--- config.mk ---
export PLATFORM = sky130hd
export DESIGN_NAME = i2s_adc_rx
export DESIGN_NICKNAME = d
export VERILOG_FILES = /design/src/rtl/i2s_adc_rx.sv
export SDC_FILE = /design/constraint.sdc
export NUM_CORES = 1
export LEC_CHECK = 0
export ABC_AREA = 0
export BUFFER_PORTS_ARGS = -buffer_cell sky130_fd_sc_hd__clkbuf_2
export CORE_MARGIN = 5
export CORE_UTILIZATION = 29
export CTS_BUF_LIST = sky130_fd_sc_hd__clkbuf_8
export DETAILED_ROUTE_END_ITERATION = 10
export PLACE_DENSITY = 0.53
export SLEW_MARGIN = 20
export SYNTH_ARGS = -nofsm -noshare
export SYNTH_HDL_FRONTEND = slang
export SYNTH_SLANG_ARGS = --single-unit
--- constraint.sdc ---
create_clock -name clock -period 1.8 [get_ports clock]
set_input_delay 0.36 -clock clock [delete_from_list [all_inputs] [get_ports clock]]
set_output_delay 0.36 -clock clock [all_outputs]
set_load 0.1 [all_outputs]
--- src/rtl/i2s_adc_rx.sv ---
// -----------------------------------------------------------------------------
// i2s_adc_rx
//
// Deserialises the codec ADC's I2S stream into MSB-aligned signed 32-bit
// stereo samples and emits one audio_valid strobe per complete L/R frame.
// BCLK, LRCLK and ADCDAT are codec-driven and asynchronous to clock; the
// system clock must run at least 8x the BCLK frequency.
//
// Optional feature macro: I2S_RX_FRAME_CHECK_EN
//   When defined, adds a sticky frame_err flag and its err_clear input.
//   When undefined, malformed frames are still dropped, just silently.
//
// Parameters:
//   DATA_BITS    codec word length in bits (8..32)
//   SYNC_STAGES  synchroniser flops per async input (2 or 3)
//
// Ports:
//   clock        system clock
//   reset        asynchronous, active-low reset
//   i2s_bclk     codec bit clock (async)
//   i2s_lrclk    codec word select, 0 = left, 1 = right (async)
//   i2s_adcdat   codec serial ADC data, MSB first (async)
//   audio_out_L  signed left sample, MSB-aligned, held between strobes
//   audio_out_R  signed right sample, MSB-aligned, held between strobes
//   audio_valid  one-clock strobe, both outputs update on this cycle
//   frame_err    sticky framing error flag (feature only)
//   err_clear    clears frame_err; a simultaneous new error wins (feature only)
// -----------------------------------------------------------------------------
module i2s_adc_rx #(
  parameter int DATA_BITS   = 24,
  parameter int SYNC_STAGES = 2
) (
  input  logic               clock,
  input  logic               reset,
  input  logic               i2s_bclk,
  input  logic               i2s_lrclk,
  input  logic               i2s_adcdat,
  output logic signed [31:0] audio_out_L,
  output logic signed [31:0] audio_out_R,
  output logic               audio_valid
`ifdef I2S_RX_FRAME_CHECK_EN
  ,
  output logic               frame_err,
  input  logic               err_clear
`endif
);

  localparam int              CNT_W    = $clog2(DATA_BITS + 1);
  localparam logic [CNT_W-1:0] CNT_LAST = CNT_W'(DATA_BITS - 1);

  typedef enum logic [2:0] {
    SEEK,
    LEFT,
    WAIT_R,
    RIGHT,
    EMIT
  } state_t;

  // Places a codec word at the top of the 32-bit output word; the word MSB
  // becomes the sign bit and the unused LSBs are zero.
  function automatic logic signed [31:0] align_word(input logic [DATA_BITS-1:0] w);
    logic [31:0] ext;
    ext = 32'(w);
    return $signed(ext << (32 - DATA_BITS));
  endfunction

  // ---------------------------------------------------------------------------
  // Stage p0: synchronisers and BCLK rising-edge detection
  // ---------------------------------------------------------------------------
  logic [SYNC_STAGES-1:0] bclk_sync_p0;
  logic [SYNC_STAGES-1:0] lrclk_sync_p0;
  logic [SYNC_STAGES-1:0] adcdat_sync_p0;
  logic                   bclk_dly_p0;

  always_ff @(posedge clock or negedge reset) begin
    if (!reset) begin
      bclk_sync_p0   <= '0;
      lrclk_sync_p0  <= '0;
      adcdat_sync_p0 <= '0;
      bclk_dly_p0    <= 1'b0;
    end else begin
      bclk_sync_p0   <= {bclk_sync_p0[SYNC_STAGES-2:0], i2s_bclk};
      lrclk_sync_p0  <= {lrclk_sync_p0[SYNC_STAGES-2:0], i2s_lrclk};
      adcdat_sync_p0 <= {adcdat_sync_p0[SYNC_STAGES-2:0], i2s_adcdat};
      bclk_dly_p0    <= bclk_sync_p0[SYNC_STAGES-1];
    end
  end

  logic bit_evt_p0;
  logic lr_p0;
  logic dat_p0;

  assign bit_evt_p0 = bclk_sync_p0[SYNC_STAGES-1] & ~bclk_dly_p0;
  assign lr_p0      = lrclk_sync_p0[SYNC_STAGES-1];
  assign dat_p0     = adcdat_sync_p0[SYNC_STAGES-1];

  // ---------------------------------------------------------------------------
  // Stage p1: bit capture and frame FSM
  // ---------------------------------------------------------------------------
  state_t                 state;
  logic                   lr_prev;
  logic [CNT_W-1:0]       bit_cnt;
  logic [DATA_BITS-2:0]   shreg;
  logic [DATA_BITS-1:0]   left_hold;
  logic [DATA_BITS-1:0]   right_hold;

  logic                   slot_p1;
  logic                   data_evt_p1;
  logic                   word_done_p1;
  logic [DATA_BITS-1:0]   word_next_p1;

  // An LRCLK change marks the I2S one-bit delay slot; its data bit is dropped.
  assign slot_p1      = bit_evt_p0 && (lr_p0 != lr_prev);
  // Only the first DATA_BITS bits after the slot are captured; the rest of a
  // long slot is padding.
  assign data_evt_p1  = bit_evt_p0 && !slot_p1 && (bit_cnt <= CNT_LAST);
  assign word_done_p1 = data_evt_p1 && (bit_cnt == CNT_LAST);
  assign word_next_p1 = {shreg, dat_p0};

`ifdef I2S_RX_FRAME_CHECK_EN
  logic err_set_p1;
  // A slot while still capturing is a short word; a 0->1 slot in LEFT is also
  // the missing-left-completion case.
  assign err_set_p1 = slot_p1 && ((state == LEFT) || (state == RIGHT));
`endif

  // ---------------------------------------------------------------------------
  // Stage p2: registered outputs
  // ---------------------------------------------------------------------------
  logic vld_p2;

  always_ff @(posedge clock or negedge reset) begin
    if (!reset) begin
      state       <= SEEK;
      lr_prev     <= 1'b0;
      bit_cnt     <= '0;
      shreg       <= '0;
      left_hold   <= '0;
      right_hold  <= '0;
      audio_out_L <= '0;
      audio_out_R <= '0;
      vld_p2      <= 1'b0;
`ifdef I2S_RX_FRAME_CHECK_EN
      frame_err   <= 1'b0;
`endif
    end else begin
      vld_p2 <= 1'b0;

      if (bit_evt_p0) begin
        lr_prev <= lr_p0;
      end

      if (slot_p1) begin
        bit_cnt <= '0;
        shreg   <= '0;
      end else if (data_evt_p1) begin
        bit_cnt <= bit_cnt + 1'b1;
        shreg   <= word_next_p1[DATA_BITS-2:0];
      end

      // EMIT always directly follows a bit event, and bit events are at least
      // eight clocks apart, so nothing else can need the FSM on that cycle.
      if (state == EMIT) begin
        audio_out_L <= align_word(left_hold);
        audio_out_R <= align_word(right_hold);
        vld_p2      <= 1'b1;
        state       <= SEEK;
      end else if (slot_p1) begin
        if (!lr_p0) begin
          // 1->0 slot: start of a left word, from any waiting state. An
          // unfinished right word is abandoned here.
          state <= LEFT;
        end else if (state == WAIT_R) begin
          state <= RIGHT;
        end else begin
          // 0->1 slot without a completed left word: drop this right word.
          state <= SEEK;
        end
      end else if (word_done_p1) begin
        if (state == LEFT) begin
          left_hold <= word_next_p1;
          state     <= WAIT_R;
        end else if (state == RIGHT) begin
          right_hold <= word_next_p1;
          state      <= EMIT;
        end
      end

`ifdef I2S_RX_FRAME_CHECK_EN
      if (err_set_p1) begin
        frame_err <= 1'b1;
      end else if (err_clear) begin
        frame_err <= 1'b0;
      end
`endif
    end
  end

  assign audio_valid = vld_p2;

endmodule

==> impl_metrics.py, run 1 <==
metrics = {
    "grt": {
        "overflow": 0,
        "busiest_layer": "met2",
        "grtUsageMet3_pct": 3.80,
        "met2_usage_pct": 15.8,
        "track_usage_pct": 10.4,
        "grt_max_degree": 46,
        "grt_pass1_wl_um": 17600,
        "use_met1_pct": 13.4,
        "grt_pass1_vias": 3320,
        "antenna_found_initial": 0,
    },
    "floorplanning": {
        "start_util_pct": 29.5,
        "core.rowCount": 49,
        "io_pins": 70,
        "dieArea_mm2": 0.0211,
        "die_w_um": 145,
        "core_mm2": 0.0180,
        "die_y_um": 145,
    },
    "route": {
        "drtIter0Drc": 117,
        "first_pass_iters": 4,
        "routed_wl_um": 10100,
        "drc": 0,
        "vias": 2931,
        "drtAntennaViolNets": 0,
        "viasPerCell": 4.42,
        "wl_per_cell_um": 15.3,
    },
    "yosys": {
        "synth_ff_type": "dfrtp_1",
        "synth.top_cell.area_share_pct": 64.1,
        "synthAdderAreaFrac_pct": 0.236,
        "synth.avg_cell_area_um2": 15.9,
        "synth_top_family_by_area": "multiplexers",
        "yosysMostFrequentCell": "dfrtp_1",
        "async_flop_share_pct": 100,
        "synth_edf_count": 0,
        "synth-compound-area-share_pct": 6.17,
        "synth_cells": 335,
        "synth_mux_area_share_pct": 22.0,
        "synth_cell_type_count": 36,
        "synthTopCellsByCount": "dfrtp_1, mux2_2, a22o_1",
        "yosysWarningCount": 0,
        "synth-simple-area-share_pct": 3.04,
        "yosysTopAreaCell": "dfrtp_1",
        "ys_ff_latch": 136,
        "synth_area_leaders": "dfrtp_1, mux2_2, mux2_4, a22o_1, buf_4",
        "syn_area_mm2": 0.00531,
        "ys_seq_area_share_pct": 64.1,
        "yosys.area_share.xor_xnor_pct": 0.330,
    },
    "timing": {
        "max_freq_mhz": 540,
        "slew_viol_final": 0,
        "timing.slew.headroom_pct": 63.2,
        "skew_ns": 0.0112,
        "holdWs_ns": 0.0478,
        "rsz0062_at_grt": "true",
        "post-route-min-period_ns": 1.85,
        "layout_setup_ws_ns": -0.0519,
        "tns_ns": -0.911,
        "fin_crit_sh_pct": 103,
        "finalSetupViolCount": 24,
        "worst_pin_slew_ns": 0.554,
        "hold_violations": 0,
    },
    "clock_network": {
        "ctsHtreeMaxLevel": 4,
        "clkLatencyLatePin_ns": 0.44,
        "root_buffer": "clkbuf_8",
        "clk_pin_slew_ns": 0.07,
        "cts_num_sinks": 136,
        "cts_tree": "yes",
        "clk_path_buf_depth": 2,
        "cts_buffers": 17,
    },
    "setup_path": {
        "worstPathMaxFanout": 6,
        "crit_path_top_delay_cell": "dfrtp_1",
        "worstPathArrival_ns": 2.17,
        "cp_cell_sequence": "and4bb_1 > nand3_2 > nor4_4 > buf_4 > buf_12 > mux2_4",
        "criticalPathCategory": "flop to flop",
        "cp-end-kind": "flop",
        "slowest_delay_ns": 0.38,
        "critPathLaunchType": "flop",
        "crit_required_ns": 2.12,
    },
    "placement": {
        "dpl_worst_slack_ns": -0.0475,
        "dp.cells": 624,
        "io_buffer_count": 53,
        "dp_hpwl_um": 6540,
        "routabilityCongestion": 0.719,
        "place_area_mm2": 0.00600,
    },
    "cells_and_area": {
        "stdcell_area_mm2": 0.00651,
        "fin_util_pct": 36.1,
        "final_cells": 663,
        "drive_gt1_share_pct": 49.5,
        "n_antenna_cell": 0,
        "area_delta_synth_final_pct": 22.6,
        "nets": 427,
    },
    "status": {
        "failed_checks": "negative setup slack",
        "status": "finished with violations",
    },
    "job": {
        "drv_cap": 0,
    },
    "pwr": {
        "p_total_mw": 5.97,
        "peakVddDrop_mv": 0.451,
        "p_per_area_mw_per_mm2": 917,
        "p_leak_nw": 3.32,
    },
    "min_path": {
        "hold_class": "input port to flop",
    },
}
## worst max-delay path, delay by kind of cell, from the launching register on
family / cells / cell delay (ns)
simple gates: 3 / 0.72
mux: 1 / 0.30
flops: 1 / 0.38
buf+inv: 2 / 0.34
## cell usage in the layout (no fill, tap or decap), drive strengths merged, types with 2 or more instances in the layout
cell / instances
dlygate4sd3: 2
bufinv: 2
nor2b: 2
conb: 16
inv: 5
nor2: 3
clkinv: 4
buf: 30
and3: 2
a41oi: 2
nand2: 4
dfrtp: 136
nand3: 2
mux2: 97
clkinvlp: 2
a21oi: 5
a22o: 26
o21ai: 7
clkbuf: 72
## cell families (layout without fill, tap and decap cells)
logic type                 after synthesis  in the layout
AOI/OAI and AO/OA                       43             43
and+or+nand+nor                         22             22
other                                    1             16
adders and majority gates                1              1
muxes                                   97             97
xor gates and xnor gates                 2              2
buffers and inverters                   33            117
DFF                                    136            136
## routing by layer
metal / share of wire, % / vias up
li1: - / 1349
met1: 47 / 1499
met2: 47 / 70
met3: 4.6 / 13
met4: 1.7 / 0
met5: 0 / -
## final cells by class
| cell class | instances | area [µm²] |
|---|---|---|
| Clock buffer | 20 | 275 |
| Sequential cell | 136 | 3400 |
| Fill cell | 1766 | 11500 |
| Multi-Input combinational cell | 181 | 1780 |
| Inverter | 1 | 3.75 |
| Timing Repair Buffer | 84 | 657 |
| Tap cell | 229 | 287 |
| Clock inverter | 12 | 110 |
## power breakdown
group	switching [mW]	internal (mW)	total (mW)
combinational	0.301	0.110	0.410
clock	1.12	1.31	2.42
sequential	0.0399	3.10	3.14
total	1.46	4.52	5.97
## final timing paths
path                             startpoint                to  slack (ns)  depth (start not counted)
setup / recovery                   state[2]     left_hold[18]       -0.05                          6
hold / removal                     i2s_bclk   bclk_sync_p0[0]        0.05                          1
setup reg to reg                   state[2]     left_hold[18]       -0.05                          6
hold reg to reg            lrclk_sync_p0[0]  lrclk_sync_p0[1]        0.35                          0
max in group asynchronous             reset   audio_out_L[10]        0.81                          3
min in group asynchronous             reset       audio_valid        0.39                          2
## repair_timing
| action | CTS | global route |
|---|---|---|
| buffers inserted | 3 | 0 |
| pin swaps | 1 | 3 |
| cloned | 3 | 0 |
| endpoints found under the setup margin | 24 | 50 |
| endpoints found under the hold margin | 37 | 0 |
| hold buffers | 2 | 0 |
| resized for setup | 3 | 8 |
## flip-flops by register name (all words and copies together), names as in the netlist, 3 cells and up
signal,count
state,3
shreg,23
right_hold,24
audio_out_L,24
left_hold,24
audio_out_R,24
bit_cnt,5
No activity file was read; power rests on OpenSTA's default activity.
==> run 2: changes to the inputs <==
--- a/config.mk
+++ b/config.mk
@@ -7,7 +7,6 @@
 export LEC_CHECK = 0
 export ABC_AREA = 0
 export BUFFER_PORTS_ARGS = -buffer_cell sky130_fd_sc_hd__clkbuf_2
-export CORE_MARGIN = 5
 export CORE_UTILIZATION = 29
 export CTS_BUF_LIST = sky130_fd_sc_hd__clkbuf_8
 export DETAILED_ROUTE_END_ITERATION = 10
==> impl_metrics.py, run 2 (synthesis results as in run 1) <==
metrics = {
    "status": {
        "status": "finished with violations",
        "failed_checks": "design-rule violations",
    },
    "clock_network": {
        "clk_pin_slew_ns": 0.07,
        "cts_tree": "yes",
        "clk_path_buf_depth": 2,
        "clkLatencyLatePin_ns": 0.43,
        "root_buffer": "clkbuf_8",
        "cts_buffers": 17,
        "ctsHtreeMaxLevel": 4,
        "cts_num_sinks": 136,
    },
    "route": {
        "drtIter0Drc": 104,
        "routed_wl_um": 9660,
        "vias": 2939,
        "drtAntennaViolNets": 0,
        "wl_per_cell_um": 14.6,
        "drc": 2,
        "first_pass_iters": 7,
        "viasPerCell": 4.45,
    },
    "floorplanning": {
        "start_util_pct": 29.6,
        "io_pins": 70,
        "dieArea_mm2": 0.0189,
        "core_mm2": 0.0180,
        "core.rowCount": 49,
        "die_w_um": 137,
        "die_y_um": 137,
    },
    "setup_path": {
        "r2r-start": "lrclk_sync_p0[1]",
        "cp-end-kind": "flop",
        "crit_path_top_delay_cell": "dfrtp_1",
        "slowest_delay_ns": 0.45,
        "critPathLaunchType": "flop",
        "worst_r2r_path_depth": 5,
        "endpoint": "left_hold[17]",
        "cp_cell_sequence": "xor2_1 > nor4_4 > buf_6 > buf_8 > mux2_4",
        "worstPathMaxFanout": 6,
        "worstPathArrival_ns": 2.04,
        "criticalPathCategory": "flop to flop",
        "r2r_slack_ns": 0.07,
        "cp-startpoint": "lrclk_sync_p0[1]",
        "crit_required_ns": 2.12,
        "timing.rr.end": "left_hold[17]",
    },
    "pwr": {
        "seqPwrFrac_pct": 54.2,
        "power.internal_mw": 4.34,
        "p_total_mw": 5.79,
        "peakVddDrop_mv": 0.458,
        "pwr-share-comb_pct": 7.1,
        "power.share.switching_pct": 25.2,
        "p_leak_nw": 3.28,
        "p_per_area_mw_per_mm2": 896,
        "p_switching_mw": 1.46,
        "pwr-share-clk_pct": 38.7,
    },
    "grt": {
        "grtUsageMet3_pct": 3.94,
        "track_usage_pct": 11.5,
        "grt_pass1_wl_um": 16200,
        "overflow": 0,
        "busiest_layer": "met2",
        "use_met1_pct": 15.0,
        "grt_pass1_vias": 3051,
        "antenna_found_initial": 0,
        "met2_usage_pct": 17.2,
        "grt_max_degree": 52,
    },
    "timing": {
        "slew_viol_final": 0,
        "finalSetupViolCount": 0,
        "max_freq_mhz": 579,
        "fin_crit_sh_pct": 96.0,
        "worst_pin_slew_ns": 0.549,
        "post-route-min-period_ns": 1.73,
        "rsz0062_at_grt": "false",
        "skew_ns": 0.00761,
        "timing.slew.headroom_pct": 63.6,
        "hold_violations": 0,
    },
    "cells_and_area": {
        "stdcell_area_mm2": 0.00647,
        "final_cell_mix": "dfrtp_1, mux2_2, clkbuf_2",
        "n_antenna_cell": 0,
        "nets": 427,
        "area_delta_synth_final_pct": 21.7,
        "layout_commonest_cell": "dfrtp_1",
        "drive_gt1_share_pct": 50.0,
    },
    "placement": {
        "dp_hpwl_um": 6230,
        "io_buffer_count": 53,
        "place_area_mm2": 0.00600,
        "routabilityCongestion": 0.699,
    },
    "job": {
        "drv_cap": 0,
    },
    "min_path": {
        "hold_class": "input port to flop",
    },
}
[run 2: stage by stage]
stage / instances / TNS [ns] / worst slack, ns / utilization, % / hold slack (ns)
floorplan: 350 / -1.60 / -0.0801 / - / 0.0644
global placement: 624 / -0.208 / -0.0455 / 33.4 / 0.283
detailed placement: 624 / -0.315 / -0.0617 / 33.4 / 0.282
CTS: 661 / -0.437 / -0.0232 / 36.0 / 0.00638
global route: 661 / 0 / 0.0189 / 36.0 / 0.00443
finish: 661 / 0 / 0.0728 / 36.0 / 0.0382
[run 2: worst min-delay path by stage]
stage	from	to	depth (start not counted)
after floorplan	reset	adcdat_sync_p0[0]	0
after global placement	reset	audio_valid	1
after detailed placement	reset	audio_valid	1
after CTS	i2s_bclk	bclk_sync_p0[0]	1
after global routing	i2s_bclk	bclk_sync_p0[0]	1
final	i2s_bclk	bclk_sync_p0[0]	1
[run 2: area by class of cell]
cell class	instances	area, µm²
clock buffer	19	262
clock inverter	11	83.8
fill	1719	11500
inverter	1	3.75
multi-input combinational	181	1780
sequential	136	3400
tap	229	287
timing repair buffer	84	647
[run 2: power groups by stage]
stage | Clock (mW) | Sequential [mW] | Combinational (mW)
5_1_grt | 2.46 | 3.14 | 0.450
3_5_place_dp | 0 | 3.19 | 0.410
3_3_place_gp | 0 | 3.19 | 0.403
2_1_floorplan | 0 | 3.19 | 0.269
6_report | 2.24 | 3.14 | 0.414
4_1_cts | 2.34 | 3.14 | 0.418
[run 2: critical path: cells and delay by family (launching register included)]
| family | cells | cell delay [ns] |
|---|---|---|
| flip-flops | 1 | 0.45 |
| multiplexers | 1 | 0.30 |
| buffers and inverters | 2 | 0.33 |
| XOR/XNOR | 1 | 0.23 |
| AND/OR/NAND/NOR | 1 | 0.31 |
[run 2: per-layer routing]
metal,part of all wire [%],vias to the layer above
met5,0,-
met4,1.4,0
met3,4.4,15
met2,47,59
met1,48,1518
li1,-,1347
[run 2: what timing repair did]
| item | CTS | global route |
|---|---|---|
| setup endpoints to repair | 16 | 50 |
| gates resized for setup | 17 | 2 |
| pin swaps | 2 | 2 |
| hold endpoints to repair | 35 | 0 |
| hold buffers | 3 | 0 |
| gates cloned | 2 | 0 |
| buffers inserted | 2 | 0 |
==> run 3: changes to the inputs <==
--- a/config.mk
+++ b/config.mk
@@ -7,10 +7,10 @@
 export LEC_CHECK = 0
 export ABC_AREA = 0
 export BUFFER_PORTS_ARGS = -buffer_cell sky130_fd_sc_hd__clkbuf_2
-export CORE_UTILIZATION = 29
+export CORE_UTILIZATION = 50
 export CTS_BUF_LIST = sky130_fd_sc_hd__clkbuf_8
 export DETAILED_ROUTE_END_ITERATION = 10
-export PLACE_DENSITY = 0.53
+export PLACE_DENSITY = 0.79
 export SLEW_MARGIN = 20
 export SYNTH_ARGS = -nofsm -noshare
 export SYNTH_HDL_FRONTEND = slang
==> constraint.sdc (replaced) <==
create_clock -name clock -period 1.4 [get_ports clock]
set_input_delay 0.28 -clock clock [delete_from_list [all_inputs] [get_ports clock]]
set_output_delay 0.28 -clock clock [all_outputs]
set_load 0.1 [all_outputs]
==> impl_metrics.py, run 3 (synthesis results as in run 1) <==
metrics = {
    "timing": {
        "fin_crit_sh_pct": 138,
        "max_freq_mhz": 517,
        "hold_violations": 0,
        "layout_setup_ws_ns": -0.535,
        "rsz0062_at_grt": "true",
        "slew_viol_final": 0,
        "skew_ns": 0.0108,
        "post-route-min-period_ns": 1.93,
        "finalSetupViolCount": 126,
        "tns_ns": -48.65,
    },
    "setup_path": {
        "endpoint": "left_hold[19]",
        "r2r_slack_ns": -0.53,
        "critPathLaunchType": "flop",
        "crit_required_ns": 1.73,
        "worst_r2r_path_depth": 7,
        "r2r-start": "state[0]",
        "worstPathMaxFanout": 6,
        "criticalPathCategory": "flop to flop",
        "cp-startpoint": "state[0]",
        "timing.rr.end": "left_hold[19]",
        "worstPathArrival_ns": 2.26,
        "cp-end-kind": "flop",
    },
    "route": {
        "first_pass_iters": 4,
        "drtAntennaViolNets": 0,
        "vias": 3409,
        "routed_wl_um": 13000,
        "wl_per_cell_um": 21.0,
        "viasPerCell": 5.53,
        "drc": 0,
        "drtIter0Drc": 317,
    },
    "cells_and_area": {
        "nets": 474,
        "final_cell_mix": "dfrtp_1, mux2_4, buf_4",
        "n_antenna_cell": 0,
        "drive_gt1_share_pct": 56.3,
        "layout_commonest_cell": "dfrtp_1",
        "final_cells": 617,
        "area_delta_synth_final_pct": 45.2,
        "n_fill_cell": 558,
    },
    "clock_network": {
        "root_buffer": "clkbuf_8",
        "clk_pin_slew_ns": 0.08,
        "cts_buffers": 17,
        "clk_path_buf_depth": 2,
        "clkLatencyLatePin_ns": 0.44,
        "cts_tree": "yes",
        "ctsHtreeMaxLevel": 4,
        "cts_num_sinks": 136,
    },
    "pwr": {
        "peakVddDrop_mv": 0.638,
        "p_per_area_mw_per_mm2": 986,
        "p_leak_nw": 3.78,
    },
    "grt": {
        "grt_max_degree": 43,
        "antenna_found_initial": 0,
        "grt_pass1_wl_um": 20600,
        "overflow": 0,
        "grt_pass1_vias": 3621,
        "track_usage_pct": 25.3,
    },
    "placement": {
        "dp_hpwl_um": 6350,
        "io_buffer_count": 53,
        "dp.cells": 542,
        "routabilityCongestion": 0.810,
    },
    "floorplanning": {
        "die_w_um": 105,
        "start_util_pct": 51.4,
        "dieArea_mm2": 0.0110,
        "io_pins": 70,
        "die_y_um": 105,
        "core.rowCount": 37,
        "core_mm2": 0.0103,
    },
    "job": {
        "drv_cap": 0,
    },
    "min_path": {
        "hold_class": "input port to async pin",
    },
    "status": {
        "failed_checks": "negative setup slack",
        "status": "finished with violations",
    },
}
## run 3: layer usage
| layer | global-route usage (%) | up-vias | routed length [µm] |
|---|---|---|---|
| met5 | 0.952 | - | 0 |
| met4 | 10.6 | 0 | 295 |
| met3 | 5.61 | 25 | 671 |
| met2 | 41.9 | 123 | 6840 |
| met1 | 32.0 | 1810 | 5180 |
| li1 | - | 1451 | - |
## run 3: layout make-up
| class | instances | area (µm²) | area share [%] |
|---|---|---|---|
| clock buffers | 19 | 262 | 3.39 |
| clock inverters | 13 | 81.3 | 1.05 |
| inverters | 1 | 3.75 | 0.0487 |
| multi-input cells | 181 | 2040 | 26.5 |
| flip-flops and latches | 136 | 3400 | 44.1 |
| well taps | 136 | 170 | 2.21 |
| repair buffers | 131 | 1750 | 22.7 |
## run 3: metrics by stage
stage	utilization, %	worst slack, ns	cell area (µm²)	hold slack [ns]	power [mW]
finish	74.7	-0.535	7710	0.301	7.60
global route	74.7	-0.605	7710	0.297	7.90
CTS	73.7	-0.404	7610	0.296	7.52
detailed placement	61.5	-0.479	6350	0.206	4.67
global placement	61.5	-0.403	6350	0.200	4.64
floorplan	-	-0.480	5440	-0.0156	4.47
## run 3: worst min path at each step
stage	from	end	slack (ns)
global placement	reset	audio_valid	0.20
detailed placement	reset	audio_out_R[25]	0.21
finish	reset	audio_out_L[23]	0.30
floorplan	reset	adcdat_sync_p0[0]	-0.02
CTS	reset	left_hold[14]	0.30
global route	reset	audio_out_R[23]	0.30
## run 3: power by group
part	internal (mW)	switching [mW]
combinational	0.283	0.475
sequential	3.98	0.0604
clock	1.29	1.51
## run 3: worst max-delay path: stages, from the launching register on
cell	delay, ns
dfrtp_1	0.38
buf_4	0.12
and4bb_1	0.26
nand3_2	0.13
nor4_4	0.29
buf_6	0.18
buf_8	0.14
mux2_4	0.31
## run 3: repair_timing
| action | in CTS | in global routing |
|---|---|---|
| pin swaps | 9 | 9 |
| buffers inserted | 22 | 13 |
| endpoints found under the setup margin | 129 | 140 |
| hold endpoints to repair | 36 | 0 |
| hold buffers | 4 | 0 |
| cloned | 12 | 2 |
| resized for setup | 105 | 33 |
